--- src/rtl/spi_regfile_pkg.sv ---
`default_nettype none
// ============================================================================
// Module      : spi_regfile_pkg
// Description : Shared constants for the SPI register bank: register map
//               addresses, STATUS bit positions and the default ID byte.
// Revision    : 1.0 - initial release
// ============================================================================
package spi_regfile_pkg;

  // Register map
  localparam logic [3:0] ADDR_ID     = 4'd0;
  localparam logic [3:0] ADDR_CTRL   = 4'd1;
  localparam logic [3:0] ADDR_STATUS = 4'd2;
  localparam logic [3:0] ADDR_EVCNT  = 4'd3;

  // STATUS bit positions (sticky, write-one-to-clear)
  localparam int ST_EVENT = 0;  // event_in seen
  localparam int ST_RO_WR = 1;  // write attempted to read-only ID
  localparam int ST_OVF   = 2;  // event counter overflow
  localparam int STATUS_W = 3;

  // Value returned at ADDR_ID unless overridden
  localparam logic [7:0] ID_VALUE_DEFAULT = 8'hA5;

endpackage
`default_nettype wire

--- src/rtl/spi_edge_det.sv ---
`default_nettype none
// ============================================================================
// Module      : spi_edge_det
// Description : One-bit rising-edge detector. The history flop resets to
//               RST_VAL so a level already high at reset release can be
//               masked (RST_VAL = 1) or reported (RST_VAL = 0).
// Revision    : 1.0 - initial release
// ============================================================================
module spi_edge_det #(
  parameter logic RST_VAL = 1'b1
) (
  input  logic clk,
  input  logic rst,
  input  logic sig_i,
  output logic rise_o
);

  logic sig_q;

  // Remember the previous sample of the level
  always_ff @(posedge clk or posedge rst) begin
    if (rst) begin
      sig_q <= RST_VAL;
    end else begin
      sig_q <= sig_i;
    end
  end

  assign rise_o = sig_i & ~sig_q;

endmodule
`default_nettype wire

--- src/rtl/spi_regfile.sv ---
`default_nettype none
// ============================================================================
// Module      : spi_regfile
// Description : 16 x 8 register bank behind the SPI slave front end. Commits
//               each write strobe once (rising edge), snapshots read data on
//               each read strobe rising edge, keeps sticky W1C status, an
//               event counter and a transaction counter, and produces the
//               command-phase state_indication byte.
// Config      : SPI_REGFILE_EVCNT_EN - when defined, address 3 is the
//               saturating event counter and STATUS[2] (overflow) is live;
//               when undefined, address 3 is a general register and
//               STATUS[2] is tied to 0.
// Revision    : 1.0 - initial release
// ============================================================================
module spi_regfile
  import spi_regfile_pkg::*;
#(
  parameter logic [7:0] ID_VALUE = ID_VALUE_DEFAULT,
  parameter int         EVCNT_W  = 8
) (
  input  logic       clk,
  input  logic       rst,
  input  logic [3:0] address,
  input  logic [7:0] data_in,
  input  logic       write,
  input  logic       read,
  output logic [7:0] data_out,
  output logic [7:0] state_indication,
  input  logic       event_in,
  output logic [7:0] ctrl_out,
  output logic       irq
);

`ifdef SPI_REGFILE_EVCNT_EN
  localparam int GP_LO = 4;   // address 3 is the event counter
`else
  localparam int GP_LO = 3;   // address 3 is a general register
`endif

  // The counter is mapped onto an 8-bit register slot; other widths are not supported
  generate
    if (EVCNT_W != 8) begin : g_evcnt_w_check
      $error("spi_regfile: EVCNT_W must be 8");
    end
  endgenerate

  logic                w_wr_rise;
  logic                w_rd_rise;
  logic [7:0]          w_rd_data;
  logic                w_irq;

  logic [7:0]          ctrl_q, ctrl_d;
  logic [STATUS_W-1:0] status_q, status_d;
  logic [7:0]          gp_q [GP_LO:15];
  logic [7:0]          gp_d [GP_LO:15];
`ifdef SPI_REGFILE_EVCNT_EN
  logic [EVCNT_W-1:0]  evcnt_q, evcnt_d;
`endif
  logic [3:0]          txn_cnt_q;
  logic [7:0]          data_out_q;
  logic [7:0]          state_ind_q;
  logic                irq_q;

  // History flops reset high so strobes held across reset release are ignored
  spi_edge_det #(.RST_VAL(1'b1)) u_wr_edge (
    .clk    (clk),
    .rst    (rst),
    .sig_i  (write),
    .rise_o (w_wr_rise)
  );

  spi_edge_det #(.RST_VAL(1'b1)) u_rd_edge (
    .clk    (clk),
    .rst    (rst),
    .sig_i  (read),
    .rise_o (w_rd_rise)
  );

  // Next-state for the register map: write effects first, then event sets so they win
  always_comb begin
    ctrl_d   = ctrl_q;
    status_d = status_q;
    gp_d     = gp_q;
`ifdef SPI_REGFILE_EVCNT_EN
    evcnt_d  = evcnt_q;
`endif
    if (w_wr_rise) begin
      case (address)
        ADDR_ID:     status_d[ST_RO_WR] = 1'b1;
        ADDR_CTRL:   ctrl_d = data_in;
        ADDR_STATUS: status_d = status_q & ~data_in[STATUS_W-1:0];
`ifdef SPI_REGFILE_EVCNT_EN
        ADDR_EVCNT:  evcnt_d = '0;
`endif
        default: begin
          for (int i = GP_LO; i < 16; i++) begin
            if (address == 4'(i)) begin
              gp_d[i] = data_in;
            end
          end
        end
      endcase
    end
    if (event_in) begin
      status_d[ST_EVENT] = 1'b1;
`ifdef SPI_REGFILE_EVCNT_EN
      // Saturate at all-ones; further events flag overflow instead
      if (evcnt_d == '1) begin
        status_d[ST_OVF] = 1'b1;
      end else begin
        evcnt_d = evcnt_d + 1'b1;
      end
`endif
    end
`ifndef SPI_REGFILE_EVCNT_EN
    status_d[ST_OVF] = 1'b0;
`endif
  end

  // Register map state; ID is a constant and needs no storage
  always_ff @(posedge clk or posedge rst) begin
    if (rst) begin
      ctrl_q   <= '0;
      status_q <= '0;
      for (int i = GP_LO; i < 16; i++) begin
        gp_q[i] <= '0;
      end
`ifdef SPI_REGFILE_EVCNT_EN
      evcnt_q  <= '0;
`endif
    end else begin
      ctrl_q   <= ctrl_d;
      status_q <= status_d;
      gp_q     <= gp_d;
`ifdef SPI_REGFILE_EVCNT_EN
      evcnt_q  <= evcnt_d;
`endif
    end
  end

  // Read mux over the current (pre-update) register contents
  always_comb begin
    w_rd_data = '0;
    case (address)
      ADDR_ID:     w_rd_data = ID_VALUE;
      ADDR_CTRL:   w_rd_data = ctrl_q;
      ADDR_STATUS: w_rd_data = {{(8 - STATUS_W){1'b0}}, status_q};
`ifdef SPI_REGFILE_EVCNT_EN
      ADDR_EVCNT:  w_rd_data = 8'(evcnt_q);
`endif
      default: begin
        for (int i = GP_LO; i < 16; i++) begin
          if (address == 4'(i)) begin
            w_rd_data = gp_q[i];
          end
        end
      end
    endcase
  end

  assign w_irq = |(status_q & ctrl_q[STATUS_W-1:0]);

  // Transaction counter, read snapshot and the one-cycle-lagged indication outputs
  always_ff @(posedge clk or posedge rst) begin
    if (rst) begin
      txn_cnt_q   <= '0;
      data_out_q  <= '0;
      state_ind_q <= '0;
      irq_q       <= 1'b0;
    end else begin
      if (w_wr_rise || w_rd_rise) begin
        txn_cnt_q <= txn_cnt_q + 4'd1;
      end
      if (w_rd_rise) begin
        data_out_q <= w_rd_data;
      end
      state_ind_q <= {w_irq, txn_cnt_q, status_q};
      irq_q       <= w_irq;
    end
  end

  assign data_out         = data_out_q;
  assign state_indication = state_ind_q;
  assign ctrl_out         = ctrl_q;
  assign irq              = irq_q;

endmodule
`default_nettype wire

--- config.mk ---
export PLATFORM = sky130hd
export DESIGN_NAME = spi_regfile
export DESIGN_NICKNAME = d
export VERILOG_FILES = /design/src/rtl/spi_regfile_pkg.sv /design/src/rtl/spi_edge_det.sv /design/src/rtl/spi_regfile.sv
export SDC_FILE = /design/constraint.sdc
export NUM_CORES = 1
export LEC_CHECK = 0
export BUFFER_PORTS_ARGS = -buffer_cell sky130_fd_sc_hd__buf_2
export CORE_MARGIN = 2
export CORE_UTILIZATION = 45
export DETAILED_ROUTE_END_ITERATION = 10
export PLACE_DENSITY_LB_ADDON = 0.2
export SYNTH_ARGS = -nofsm -noshare
export SYNTH_HDL_FRONTEND = slang
export SYNTH_SLANG_ARGS = --single-unit
--- constraint.sdc ---
create_clock -name clk -period 5.5 [get_ports clk]
set_input_delay 0.825 -clock clk [delete_from_list [all_inputs] [get_ports clk]]
set_output_delay 0.825 -clock clk [all_outputs]
set_load 0.02 [all_outputs]
Yosys cells after proc, flatten, opt, wreduce, memory -nomap -nowiden
Index checks and enable logic that the tools add are counted.
{"block": "totals", "ff_bits": 136, "inputBits": 17, "output_inout_bits": 25}
{"block": "op_classes", "n_addsub": 1, "eq_ne": 15, "mux": 18, "n_bitwise": 8, "n_reduce_logical": 23}
{"op": "8-bit two-way mux", "n": 13}
{"op": "3-bit AND reduction", "n": 13}
{"op": "4-bit equality test, second input constant", "n": 8}
{"op": "8-bit one-hot mux with 3 select lines", "n": 1}
{"op": "4-bit by 3-bit equality test with 1-bit output, second input constant", "n": 4}
{"op": "4-bit by 2-bit equality test with 1-bit output, second input constant", "n": 2}
{"op": "2-bit by 3-bit bitwise AND with 3-bit output", "n": 2}
{"op": "2-bit AND reduction", "n": 3}
{"op": "2-bit nonzero test", "n": 3}
{"op": "3-bit OR reduction", "n": 2}
{"op": "4-bit by 1-bit adder with 4-bit output, second input constant", "n": 1}
{"op": "4-bit by 1-bit equality test with 1-bit output, second input constant", "n": 1}
{"op": "4-bit zero test", "n": 1}
{"op": "1-bit two-way mux", "n": 3}
{"op": "1-bit NOT", "n": 3}
{"op": "3-bit NOT", "n": 1}
{"op": "1-bit bitwise AND", "n": 2}
{"op": "1-bit one-hot mux with 2 select lines", "n": 1}
{"op": "1-bit logical OR", "n": 1}

Logic depth before layout (Yosys ltp)
Gate-level depths: netlist (run 1).
{"block": "logic_depth", "word_depth": 15, "mapped_depth": 7}

By module
From an unflattened synthesis (run 1), not the netlist that was laid out.
{"block": "unflattened", "hier_cells": 546, "area_unflattened_um2": 6571.3}
{"mod": "spi_regfile", "n_inst": 1, "cells_each": 540, "area_per_inst_um2": 6483.7, "seq_area_each_um2": 3328.2}
{"mod": "spi_edge_det", "n_inst": 2, "cells_each": 3, "area_per_inst_um2": 43.8, "seq_area_each_um2": 26.3}

Least setup slack after synthesis (run 1)
OpenSTA, ideal clock, no wires.
{"block": "synth_path", "path_type": "in2reg", "from": "input port address[2]", "to": "register gp_q[100] in the netlist's numbering", "setup_ns": 0.125, "arrival_ns": 1.951, "t_required_ns": 5.375, "path_slack_ns": 3.424, "cell_stages": 5, "n_path_buf": 2, "path_cell_list": "or2_1 buf_2 or3_1 buf_4 mux2_4"}
{"block": "synth_via", "elab_chain_len": 4, "word_cells_on_any_way": 7, "cone_classes": "eq/ne (3); bitwise (1); reduce/logical (3)"}
{"element": "start: declaration", "line": "spi_regfile.sv:23", "text": "input logic [3:0] address,"}
{"element": "4-bit by 2-bit equality test with 1-bit output (tied with other cells)", "line": "spi_regfile.sv:88", "text": "case (address)"}
{"element": "3-bit OR reduction (no source line)"}
{"element": "1-bit NOT (no source line)"}
{"element": "3-bit AND reduction (no source line) (*)"}
{"element": "end signal: assignment", "line": "spi_regfile.sv:134", "text": "gp_q <= gp_d;"}
{"element": "end: declaration", "line": "spi_regfile.sv:54", "text": "logic [7:0] gp_q [GP_LO:15];"}
Every way passes the cells marked *; elsewhere a longest branch is shown, timed or not.
A chain may end at the register's enable or synchronous reset.

Final worst setup path (run 1)
{"block": "layout_path", "from": "input port address[1]", "to": "register ctrl_q[5] (netlist: ctrl_out[5])"}
{"block": "layout_via", "elab_chain_len": 2}
{"element": "4-bit by 1-bit equality test with 1-bit output", "line": "spi_regfile.sv:88"}
{"element": "2-bit AND reduction (no source line)"}
{"element": "end signal: assignment", "line": "spi_regfile.sv:132", "text": "ctrl_q <= ctrl_d;"}
{"element": "end: declaration", "line": "spi_regfile.sv:52", "text": "logic [7:0] ctrl_q, ctrl_d;"}
Every way passes these cells.

==> run_results.csv, run 1 <==
group,metric,value,unit
synth,synth_enable_flop_cells,0,
timing,rsz0062_at_grt,"no",
timing,timing.fmax,377,MHz
cts,postCtsHoldBufs,0,
die,die_x,125,µm
synth,synth-simple-area-share,0.0864,
synth,netlist.area_leader.share,0.508,
timing,min_period_over_period,0.483,
pwr,power_density,394,nW/µm²
outcome,status,"completed",
drt,drt_first_iter_violations,298,
worst_setup_path,path_class,"input pin to flip-flop",
drt,first_pass_iters,5,
die,core.rowCount,44,
worst_setup_path,cp-end-kind,"flip-flop",
synth,synth_fa_ha_area_frac,0.00191,
worst_setup_path,worstPathRequired,5.80,ns
pwr,power,2890,µW
drt,routedWlPerCell,21.5,µm
timing,fin_tns_setup,0,ns
global_routing,globalRoute.totalOverflow,0,
synth,avgSynthCellArea,12.4,µm²
global_routing,grt_max_degree,85,
pwr,power_leakage,0.00336,µW
synth,synth_xor_area_frac,0.00401,
pwr,power.share.combinational,0.173,
cts,cts.clk_slew.worst_paths,0.05,ns
die,core_region_area,14400,µm²
synth,synth_cells,530,
place,dpl.hpwl,10800,µm
min_path,min-delay-start,"txn_cnt_q[3]$_DFFE_PP0P_",
cts,numCtsBuffers,17,
place,dp.cells,720,
drt,vias,4388,
place,place_congestion,0.883,
cts,cts_tree,"yes",
die,io_pins,42,
synth,synth_seq_cells,135,
finish,layout-drive-gt1-share,0.386,
timing,finClkSkew,0.00573,ns
die,initial_utilization,0.456,
place,postPlaceCellArea,6780,µm²
worst_setup_path,critPathSlowestCell,"buf_2",
worst_setup_path,worstSetupEndpoint,"ctrl_out[5]$_DFFE_PP0P_",
synth,yosys-mux-area-fraction,0.240,
synth,yosysWarningCount,0,
worst_setup_path,cpPeakStageDelay,0.71,ns
synth,ys_top_cells_by_area,"dfrtp_1 51%, mux2_2 20%, a21oi_1 3.6%, mux2_4 1.8%, mux2i_1 1.5%",
finish,fin_cells,752,
pwr,p_switching,793,µW
pwr,irDropWorstVdd,0.232,mV
finish,area_delta_synth_final,12.1,%
global_routing,grt_antenna_before_repair,0,
worst_setup_path,crit_chain,"buf_2, nand2b_1, nor2_2, nand2_1, mux2_2",
drt,postRouteAntennaNets,0,
worst_setup_path,reg2regPathDepth,4,
timing,drv_slew,0,
cts,ctsResizeCount,0,
pwr,power.internal,2100,µW
timing,finalCriticalPeriod,2.66,ns
finish,fill_cells,1242,
finish,nNetsFinal,573,
cts,htreeDepth,4,
global_routing,grt_use_total,0.219,
worst_setup_path,r2r_start,"u_wr_edge.sig_q$_DFF_PP1_",
worst_setup_path,cp-startpoint,"address[1]",
finish,fin_area,7340,µm²
cts,cts_setup_buffers,0,
die,dieArea,15500,µm²
pwr,power.share.sequential,0.456,
synth,syn_nets,548,
global_routing,grt_pass1_vias,4667,
pwr,swShare,0.274,
cts,clockBufferDepth,2,
drt,drcViolationCount,0,
cts,clockRootBuffer,"clkbuf_16",
synth,synth.largest_area_cell,"dfrtp_1",
cts,clock-sinks,135,
cts,clk_latency,0.42,ns
synth,ys.flop_type,"dfrtp_1",
worst_setup_path,reg2reg_setup_slack,3.43,ns
finish,mostFrequentLayoutCell,"dfrtp_1",
die,die_h,125,µm
timing,slew_headroom,0.349,
flow_run,cap_violations,0,
global_routing,grt_pass1_wl,26300,µm
timing,tightest_slew,0.977,ns
worst_setup_path,critPathLaunchType,"input pin",
synth,synth_top_family_by_area,"multiplexers",
synth,synth_compound_area_frac,0.114,
synth,ys_types,60,
finish,num_antenna_cells,0,
place,portBuffers,40,
worst_setup_path,cp.arrival,2.96,ns
worst_setup_path,r2r-end,"gp_q[7]$_DFFE_PP0P_",
timing,setup_viol,0,
synth,synth-async-reset-ratio,1.00,
drt,routed_wl,16200,µm
finish,layout_common_cells,"133 x dfrtp_1, 114 x mux2_2, 47 x a21oi_1",
drt,vias_per_cell,5.84,
pwr,clkPwrFrac,0.370,
synth,syn_area,6550,µm²
synth,seq_area_frac_synth,0.516,
timing,hold_viol_final,0,
min_path,hp-class,"flip-flop to flip-flop",
worst_setup_path,cp_max_fo,53,
[cell families after synthesis]
| kind of cell | Yosys count |
|---|---|
| mux | 137 |
| flops | 135 |
| compound gates | 118 |
| simple gates | 91 |
| buf+inv | 44 |
| xor+xnor | 3 |
| fa+ha+maj | 1 |
| other cells | 1 |
[sequential cells by signal (all words and copies together), names as in the netlist]
signal	flops
data_out	8
status_q	2
gp_q	104
u_rd_edge.sig_q	1
ctrl_out	8
txn_cnt_q	4
u_wr_edge.sig_q	1
state_indication	7
[worst max-delay path, delay by kind of cell]
| family | cells | cell delay [ns] |
|---|---|---|
| buffers and inverters | 1 | 0.71 |
| muxes | 1 | 0.40 |
| and+or+nand+nor | 3 | 0.98 |
[how the worst min path moves through the flow]
stage	end	slack (ns)	cells after the start
finish	state_indication[6]$_DFF_PP0_	0.40	0
global route	state_indication[6]$_DFF_PP0_	0.42	0
CTS	state_indication[6]$_DFF_PP0_	0.41	0
detailed placement	state_indication[6]$_DFF_PP0_	0.38	0
floorplan	state_indication[6]$_DFF_PP0_	0.37	0
global placement	state_indication[6]$_DFF_PP0_	0.39	0
[per-stage QoR]
stage	hold slack (ns)	setup WS (ns)	util
floorplan	0.373	1.07	-
global placement	0.386	2.47	0.472
detailed placement	0.384	2.43	0.472
CTS	0.405	2.87	0.511
global route	0.417	2.73	0.511
finish	0.401	2.84	0.511
[power groups by stage]
stage	combinational [µW]	clock [µW]	sequential, µW
3_3_place_gp	489	0	1330
5_1_grt	546	1130	1350
3_5_place_dp	505	0	1340
4_1_cts	507	1090	1320
2_1_floorplan	338	0	1350
6_report	502	1070	1320
[routing by layer]
metal,global-route usage,share of wire
met5,0,0
met4,0.0972,0.026
met3,0.0447,0.035
met2,0.351,0.49
met1,0.289,0.45
[synth_stat cells (3+ instances only)]
master / count
nand2b_1: 5
nor2b_1: 9
a22oi_1: 8
clkbuf_1: 12
a211oi_1: 4
nor3_1: 4
buf_6: 5
nor2_2: 6
o21ai_1: 7
nand3_1: 4
mux2_1: 4
o31ai_1: 5
buf_2: 12
o22ai_1: 7
mux2_2: 114
buf_4: 7
mux2_4: 8
and2_1: 4
and3b_1: 8
nor2_1: 13
a21oi_1: 47
o21ai_0: 14
nand2_1: 12
a22o_1: 5
o32ai_1: 5
nand2_2: 8
mux2i_1: 10
dfrtp_1: 133
nand3b_1: 3
inv_1: 6
[layout make-up]
| cell class | instances | area, µm² | area share |
|---|---|---|---|
| sequential | 135 | 3380 | 0.461 |
| multi-input combinational | 351 | 2920 | 0.398 |
| clock buffer | 23 | 478 | 0.0651 |
| tap | 184 | 230 | 0.0314 |
| timing repair buffer | 42 | 215 | 0.0293 |
| clock inverter | 9 | 77.6 | 0.0106 |
| inverter | 8 | 35.0 | 0.00477 |
Note: power is estimated with default switching activity, not from simulation.
==> run 2: changes to the inputs <==
ABC_AREA = 1   (was default)
clock period = 2.7 ns   (was 5.5 ns; I/O delays follow)
==> run 2 against run 1 <==
  * Routed wire length is 5.4% lower
  * Cell count is 24% higher
  * Final area is 6.0% lower
  * Combinational power is 62% higher
  * Highest routed layer unchanged
  * Clock power is 120% higher
  * First-iteration DRC count is 73% higher
  * Clock-buffer cell count is 3 lower
  * Largest cell class unchanged
  * Flip-flop and latch count stayed put
  * Global-route usage is 1.8 points higher
  * Largest power group unchanged
  * Register-to-register slack worse by 2.3 ns
  * Utilization is 3.4 points higher
==> run_results.csv, run 2 <==
group,metric,value,unit
outcome,status,"completed",
synth,synth_cells,703,
drt,first_pass_iters,5,
worst_setup_path,cp-end-kind,"flip-flop",
global_routing,grt.met2_usage,0.367,
synth,ys_types,30,
pwr,clkPwrFrac,0.407,
die,die_x,118,µm
place,dpl.hpwl,10300,µm
cts,cts_tree,"yes",
place,postPlaceCellArea,6280,µm²
global_routing,grt.met3_usage,0.0618,
cts,cts.clk_slew.worst_paths,0.06,ns
die,dieArea,14000,µm²
min_path,hp-class,"input pin to asynchronous set/reset pin",
synth,seq_area_frac_synth,0.576,
cts,ctsResizeCount,0,
worst_setup_path,crit_chain,"buf_2, inv_2, nand2_1, nor2_2, inv_2, o21ai_1, inv_1, nand2_1, nand3_1, nand2_1, nand4_1, nor2_1, nor2_1",
synth,ys_top_cells_by_area,"dfrtp_1 57%, nand2_1 15%, o21ai_0 10%, nor2_1 3.1%, inv_1 3.1%",
finish,fill_cells,1190,
worst_setup_path,critPathLaunchType,"input pin",
drt,vias,4833,
cts,clockRootBuffer,"clkbuf_16",
cts,clockBufferDepth,2,
synth,netlist.area_leader.share,0.567,
finish,nNetsFinal,762,
drt,drcViolationCount,0,
global_routing,gr-usage-met1,0.323,
finish,mostFrequentLayoutCell,"nand2_1",
timing,finClkSkew,0.00940,ns
global_routing,grt_pass1_wl,25600,µm
drt,vias_per_cell,5.20,
cts,cts_setup_buffers,0,
global_routing,grt_max_degree,32,
worst_setup_path,cp.arrival,2.09,ns
cts,clock-sinks,135,
worst_setup_path,critPathSlowestCell,"nor2_2",
synth,synth_seq_cells,135,
drt,drt_first_iter_violations,517,
worst_setup_path,crit_top_cell,"nand2_1",
finish,fin_cells,929,
place,portBuffers,40,
pwr,power_density,853,nW/µm²
synth,synth_enable_flop_cells,0,
drt,routedWlPerCell,16.5,µm
synth,ys.flop_type,"dfrtp_1",
timing,tightest_slew,0.695,ns
finish,area_delta_synth_final,17.4,%
global_routing,grt_antenna_before_repair,0,
finish,layout-drive-gt1-share,0.141,
global_routing,grt-busiest-layer,"met2",
finish,layout_common_cells,"231 x nand2_1, 133 x dfrtp_1, 121 x o21ai_0",
synth,synth-async-reset-ratio,1.00,
pwr,power_leakage,0.00330,µW
finish,largest_reg_flops,104,
worst_setup_path,path_class,"input pin to flip-flop",
global_routing,grt_pass1_vias,4877,
cts,postCtsHoldBufs,0,
synth,avgSynthCellArea,8.35,µm²
cts,numCtsBuffers,17,
pwr,swShare,0.277,
die,die_h,118,µm
flow_run,cap_violations,0,
synth,synth_common_cells,"231 x nand2_1, 133 x dfrtp_1, 121 x o21ai_0",
global_routing,globalRoute.totalOverflow,0,
finish,top_register,"gp_q",
synth,yosysWarningCount,0,
place,place_congestion,0.883,
drt,routed_wl,15300,µm
pwr,power.share.combinational,0.138,
synth,syn_area,5870,µm²
pwr,power.share.sequential,0.455,
place,dp.cells,897,
die,core.rowCount,41,
pwr,p_switching,1630,µW
timing,fin_tns_setup,0,ns
drt,postRouteAntennaNets,0,
die,core_region_area,12700,µm²
finish,fin_area,6900,µm²
timing,timing.fmax,564,MHz
worst_setup_path,cpPeakStageDelay,0.46,ns
timing,drv_slew,0,
finish,num_antenna_cells,0,
global_routing,grt_use_total,0.237,
worst_setup_path,worstPathRequired,3.02,ns
synth,syn_nets,721,
timing,setup_viol,0,
cts,clk_latency,0.42,ns
timing,hold_viol_final,0,
synth,synth.largest_area_cell,"dfrtp_1",
cts,htreeDepth,4,
timing,min_period_over_period,0.656,
synth,synth_most_common_cell,"nand2_1",
die,initial_utilization,0.464,
worst_setup_path,cp_max_fo,10,
pwr,irDropWorstVdd,0.512,mV
pwr,power.internal,4250,µW
timing,finalCriticalPeriod,1.77,ns
worst_setup_path,reg2reg_setup_slack,1.10,ns
timing,rsz0062_at_grt,"no",
die,io_pins,42,
timing,slew_headroom,0.536,
finish,post-route-util,0.544,
-- run 2: cell types whose count changed after synthesis, sizes merged, moves of 11 or more --
cell / previous run / this run
a21oi: 47 / 6
buf: 24 / 7
clkbuf: 12 / 23
inv: 8 / 51
mux2: 126 / 1
nand2: 20 / 233
nand3: 4 / 27
nand4: 2 / 19
nor2: 19 / 59
o21ai: 21 / 123
-- run 2: power groups by stage --
stage / Sequential, µW / Clock (µW) / Combinational (µW)
final: 2680 / 2390 / 812
after detailed placement: 2700 / 0 / 818
after CTS: 2670 / 2430 / 825
after global placement: 2690 / 0 / 790
after floorplan: 2740 / 0 / 468
after global routing: 2720 / 2530 / 934
-- run 2: per-layer routing --
| metal | part of all wire | vias to the layer above |
|---|---|---|
| met5 | 0 | - |
| met2 | 0.47 | 113 |
| met3 | 0.046 | 22 |
| met1 | 0.47 | 2359 |
| met4 | 0.021 | 0 |
| li1 | - | 2339 |
-- run 2: final cells by class --
class	instances	area [µm²]	area share
clock buffers	20	467	0.0677
inverters	52	199	0.0288
repair buffers	52	315	0.0457
multi-input cells	486	2170	0.315
flip-flops and latches	135	3380	0.490
clock inverters	12	150	0.0218
well taps	172	215	0.0312
-- run 2: per-stage QoR --
step | worst slack [ns] | hold WS (ns) | total power, µW
2_1_floorplan | 0.617 | 0.368 | 3200
3_3_place_gp | 0.513 | 0.386 | 3480
3_5_place_dp | 0.506 | 0.392 | 3520
4_1_cts | 0.944 | 0.0217 | 5930
5_1_grt | 0.780 | 0.0531 | 6190
6_report | 0.928 | 0.0237 | 5880
-- run 2: worst max-delay path, delay by kind of cell --
| family | cells | cell delay [ns] |
|---|---|---|
| AOI/OAI and AO/OA | 1 | 0.10 |
| buffers and inverters | 4 | 0.40 |
| and+or+nand+nor | 8 | 1.17 |
-- run 2: cells by family after synthesis --
family                     Yosys count  synth area share
AOI/OAI and AO/OA                  132             0.114
xor gates and xnor gates             3           0.00447
adders and majority gates            1           0.00213
buffers and inverters               82            0.0547
DFF                                135             0.576
muxes                                1           0.00192
other                                1          0.000639
and+or+nand+nor                    348             0.247
-- run 2: path summary, 6_finish.rpt --
path                                            from                             to  cells after the start
max                                       address[0]        data_out[2]$_DFFE_PP0P_                     13
min                                              rst       txn_cnt_q[1]$_DFFE_PP0P_                      2
max reg2reg                u_wr_edge.sig_q$_DFF_PP1_           gp_q[91]$_DFFE_PP0P_                      4
min reg2reg                 txn_cnt_q[3]$_DFFE_PP0P_  state_indication[6]$_DFF_PP0_                      0
max in group asynchronous                        rst           gp_q[45]$_DFFE_PP0P_                      3
min in group clk                                read      u_rd_edge.sig_q$_DFF_PP1_                      1
==> run 3: changes to the inputs <==
clock period = 1.73 ns   (was 2.7 ns; I/O delays follow)
==> run 3 against run 2 <==
  * Register-to-register slack got worse by 0.85 ns
  * Via count increased by 3.0%
  * Clock skew down 0.0016 ns
  * Hold slack improved by 0.030 ns
  * Utilization rose by 1.8 points
  * Critical path depth shrank 5
  * Critical endpoint is now txn_cnt_q[1]$_DFFE_PP0P_
  * Highest routed layer unchanged
==> run_results.csv, run 3 (synthesis gave the netlist of run 2 again) <==
group,metric,value,unit
outcome,status,"completed",
place,dp.cells,923,
global_routing,globalRoute.totalOverflow,0,
timing,fin_tns_setup,0,ns
worst_setup_path,path_class,"input pin to flip-flop",
finish,fin_area,7130,µm²
worst_setup_path,cp.arrival,1.88,ns
worst_setup_path,cp_max_fo,16,
global_routing,grt_pass1_vias,4865,
finish,fin_cells,957,
drt,vias_per_cell,5.20,
timing,timing.fmax,634,MHz
drt,drt_first_iter_violations,664,
timing,hold_viol_final,0,
die,io_pins,42,
timing,setup_viol,0,
worst_setup_path,r2r_start,"gp_q[91]$_DFFE_PP0P_",
drt,vias,4976,
finish,mostFrequentLayoutCell,"nand2_1",
cts,clock-sinks,135,
cts,clockRootBuffer,"clkbuf_16",
drt,first_pass_iters,5,
worst_setup_path,cp-end-kind,"flip-flop",
die,core_region_area,12700,µm²
cts,cts.clk_slew.worst_paths,0.06,ns
finish,layout-drive-gt1-share,0.177,
timing,fin_ws,0.152,ns
finish,top_register,"gp_q",
place,postPlaceCellArea,6490,µm²
timing,drv_slew,0,
global_routing,grt_max_degree,82,
pwr,power_leakage,0.00342,µW
finish,largest_reg_flops,104,
timing,finalCriticalPeriod,1.58,ns
timing,finClkSkew,0.00781,ns
global_routing,grt_pass1_wl,25600,µm
place,place_congestion,0.858,
min_path,hold_path_end,"status_q[0]$_DFFE_PP0P_",
place,dpl.hpwl,10600,µm
cts,htreeDepth,4,
timing,tightest_slew,0.642,ns
worst_setup_path,reg2reg_setup_slack,0.25,ns
place,dp_slack,-0.189,ns
drt,routed_wl,15600,µm
worst_setup_path,critPathLaunchType,"input pin",
min_path,hold_depth,2,
global_routing,grt_antenna_before_repair,0,
pwr,irDropWorstVdd,0.942,mV
global_routing,grt_use_total,0.238,
finish,area_delta_synth_final,21.4,%
cts,clk_latency,0.42,ns
die,core.rowCount,41,
finish,nNetsFinal,791,
place,portBuffers,40,
timing,hold_slack,0.0533,ns
worst_setup_path,r2r-end,"data_out[3]$_DFFE_PP0P_",
finish,fill_cells,1176,
min_path,hp-class,"input pin to flip-flop",
drt,drcViolationCount,0,
worst_setup_path,reg2regPathDepth,10,
pwr,power_density,1280,nW/µm²
worst_setup_path,worstPathRequired,2.04,ns
die,dieArea,14000,µm²
cts,cts_setup_buffers,0,
timing,rsz0062_at_grt,"no",
cts,clockBufferDepth,2,
timing,slew_headroom,0.571,
flow_run,cap_violations,0,
finish,num_antenna_cells,0,
die,die_h,118,µm
drt,postRouteAntennaNets,0,
finish,layout_common_cells,"226 x nand2_1, 133 x dfrtp_1, 121 x o21ai_0",
drt,routedWlPerCell,16.4,µm
die,die_x,118,µm
die,initial_utilization,0.464,
min_path,min-delay-start,"event_in",
cts,numCtsBuffers,17,
timing,min_period_over_period,0.912,
cts,cts_tree,"yes",
==> run 3: area by class of cell <==
class                   count  area, µm²  area share
flip-flops and latches    135       3380       0.474
multi-input cells         486       2190       0.308
repair buffers             81        553      0.0775
clock buffers              20        467      0.0654
well taps                 172        215      0.0302
inverters                  52        199      0.0279
clock inverters            11        124      0.0174
==> run 3: per-layer routing <==
metal,part of all wire,vias up,GRT usage
met5,0,-,0
met4,0.027,0,0.102
met3,0.047,37,0.0526
met2,0.48,144,0.383
met1,0.44,2404,0.311
li1,-,2391,-
==> run 3: per-stage QoR <==
stage / total power (µW) / util
2_1_floorplan: 5000 / -
3_3_place_gp: 5480 / 0.512
3_5_place_dp: 5540 / 0.512
4_1_cts: 9150 / 0.561
5_1_grt: 9530 / 0.563
6_report: 9100 / 0.563
==> run 3: critical path, cell delays in order <==
cell,delay (ns)
dlygate4sd3_1,0.52
buf_2,0.11
inv_1,0.03
nor2_1,0.17
buf_12,0.21
inv_1,0.08
nand2_1,0.14
mux2_2,0.35
==> run 3: worst max path at each step <==
stage / from / end / slack (ns) / cells after the start
after floorplan: rst / ctrl_out[0]$_DFFE_PP0P_ / -0.21 / 1
after global placement: address[0] / data_out[3]$_DFFE_PP0P_ / -0.17 / 14
after detailed placement: address[1] / data_out[3]$_DFFE_PP0P_ / -0.19 / 14
after CTS: write / gp_q[83]$_DFFE_PP0P_ / 0.08 / 7
after global routing: write / gp_q[63]$_DFFE_PP0P_ / 0.002 / 8
final: write / txn_cnt_q[1]$_DFFE_PP0P_ / 0.15 / 8
==> run 3: what timing repair did <==
action                                  CTS  global route
endpoints found under the setup margin    0            22
gates resized for setup                   0             7
hold buffers                              3             0
hold endpoints to repair                 55             0
==> run 3: power by group <==
group | leakage [µW] | internal (µW) | total (µW) | switching [µW]
clock network | 0.000273 | 2220 | 3600 | 1380
logic | 0.00143 | 495 | 1300 | 810
registers | 0.00172 | 3800 | 4190 | 392
total | 0.00342 | 6520 | 9100 | 2580
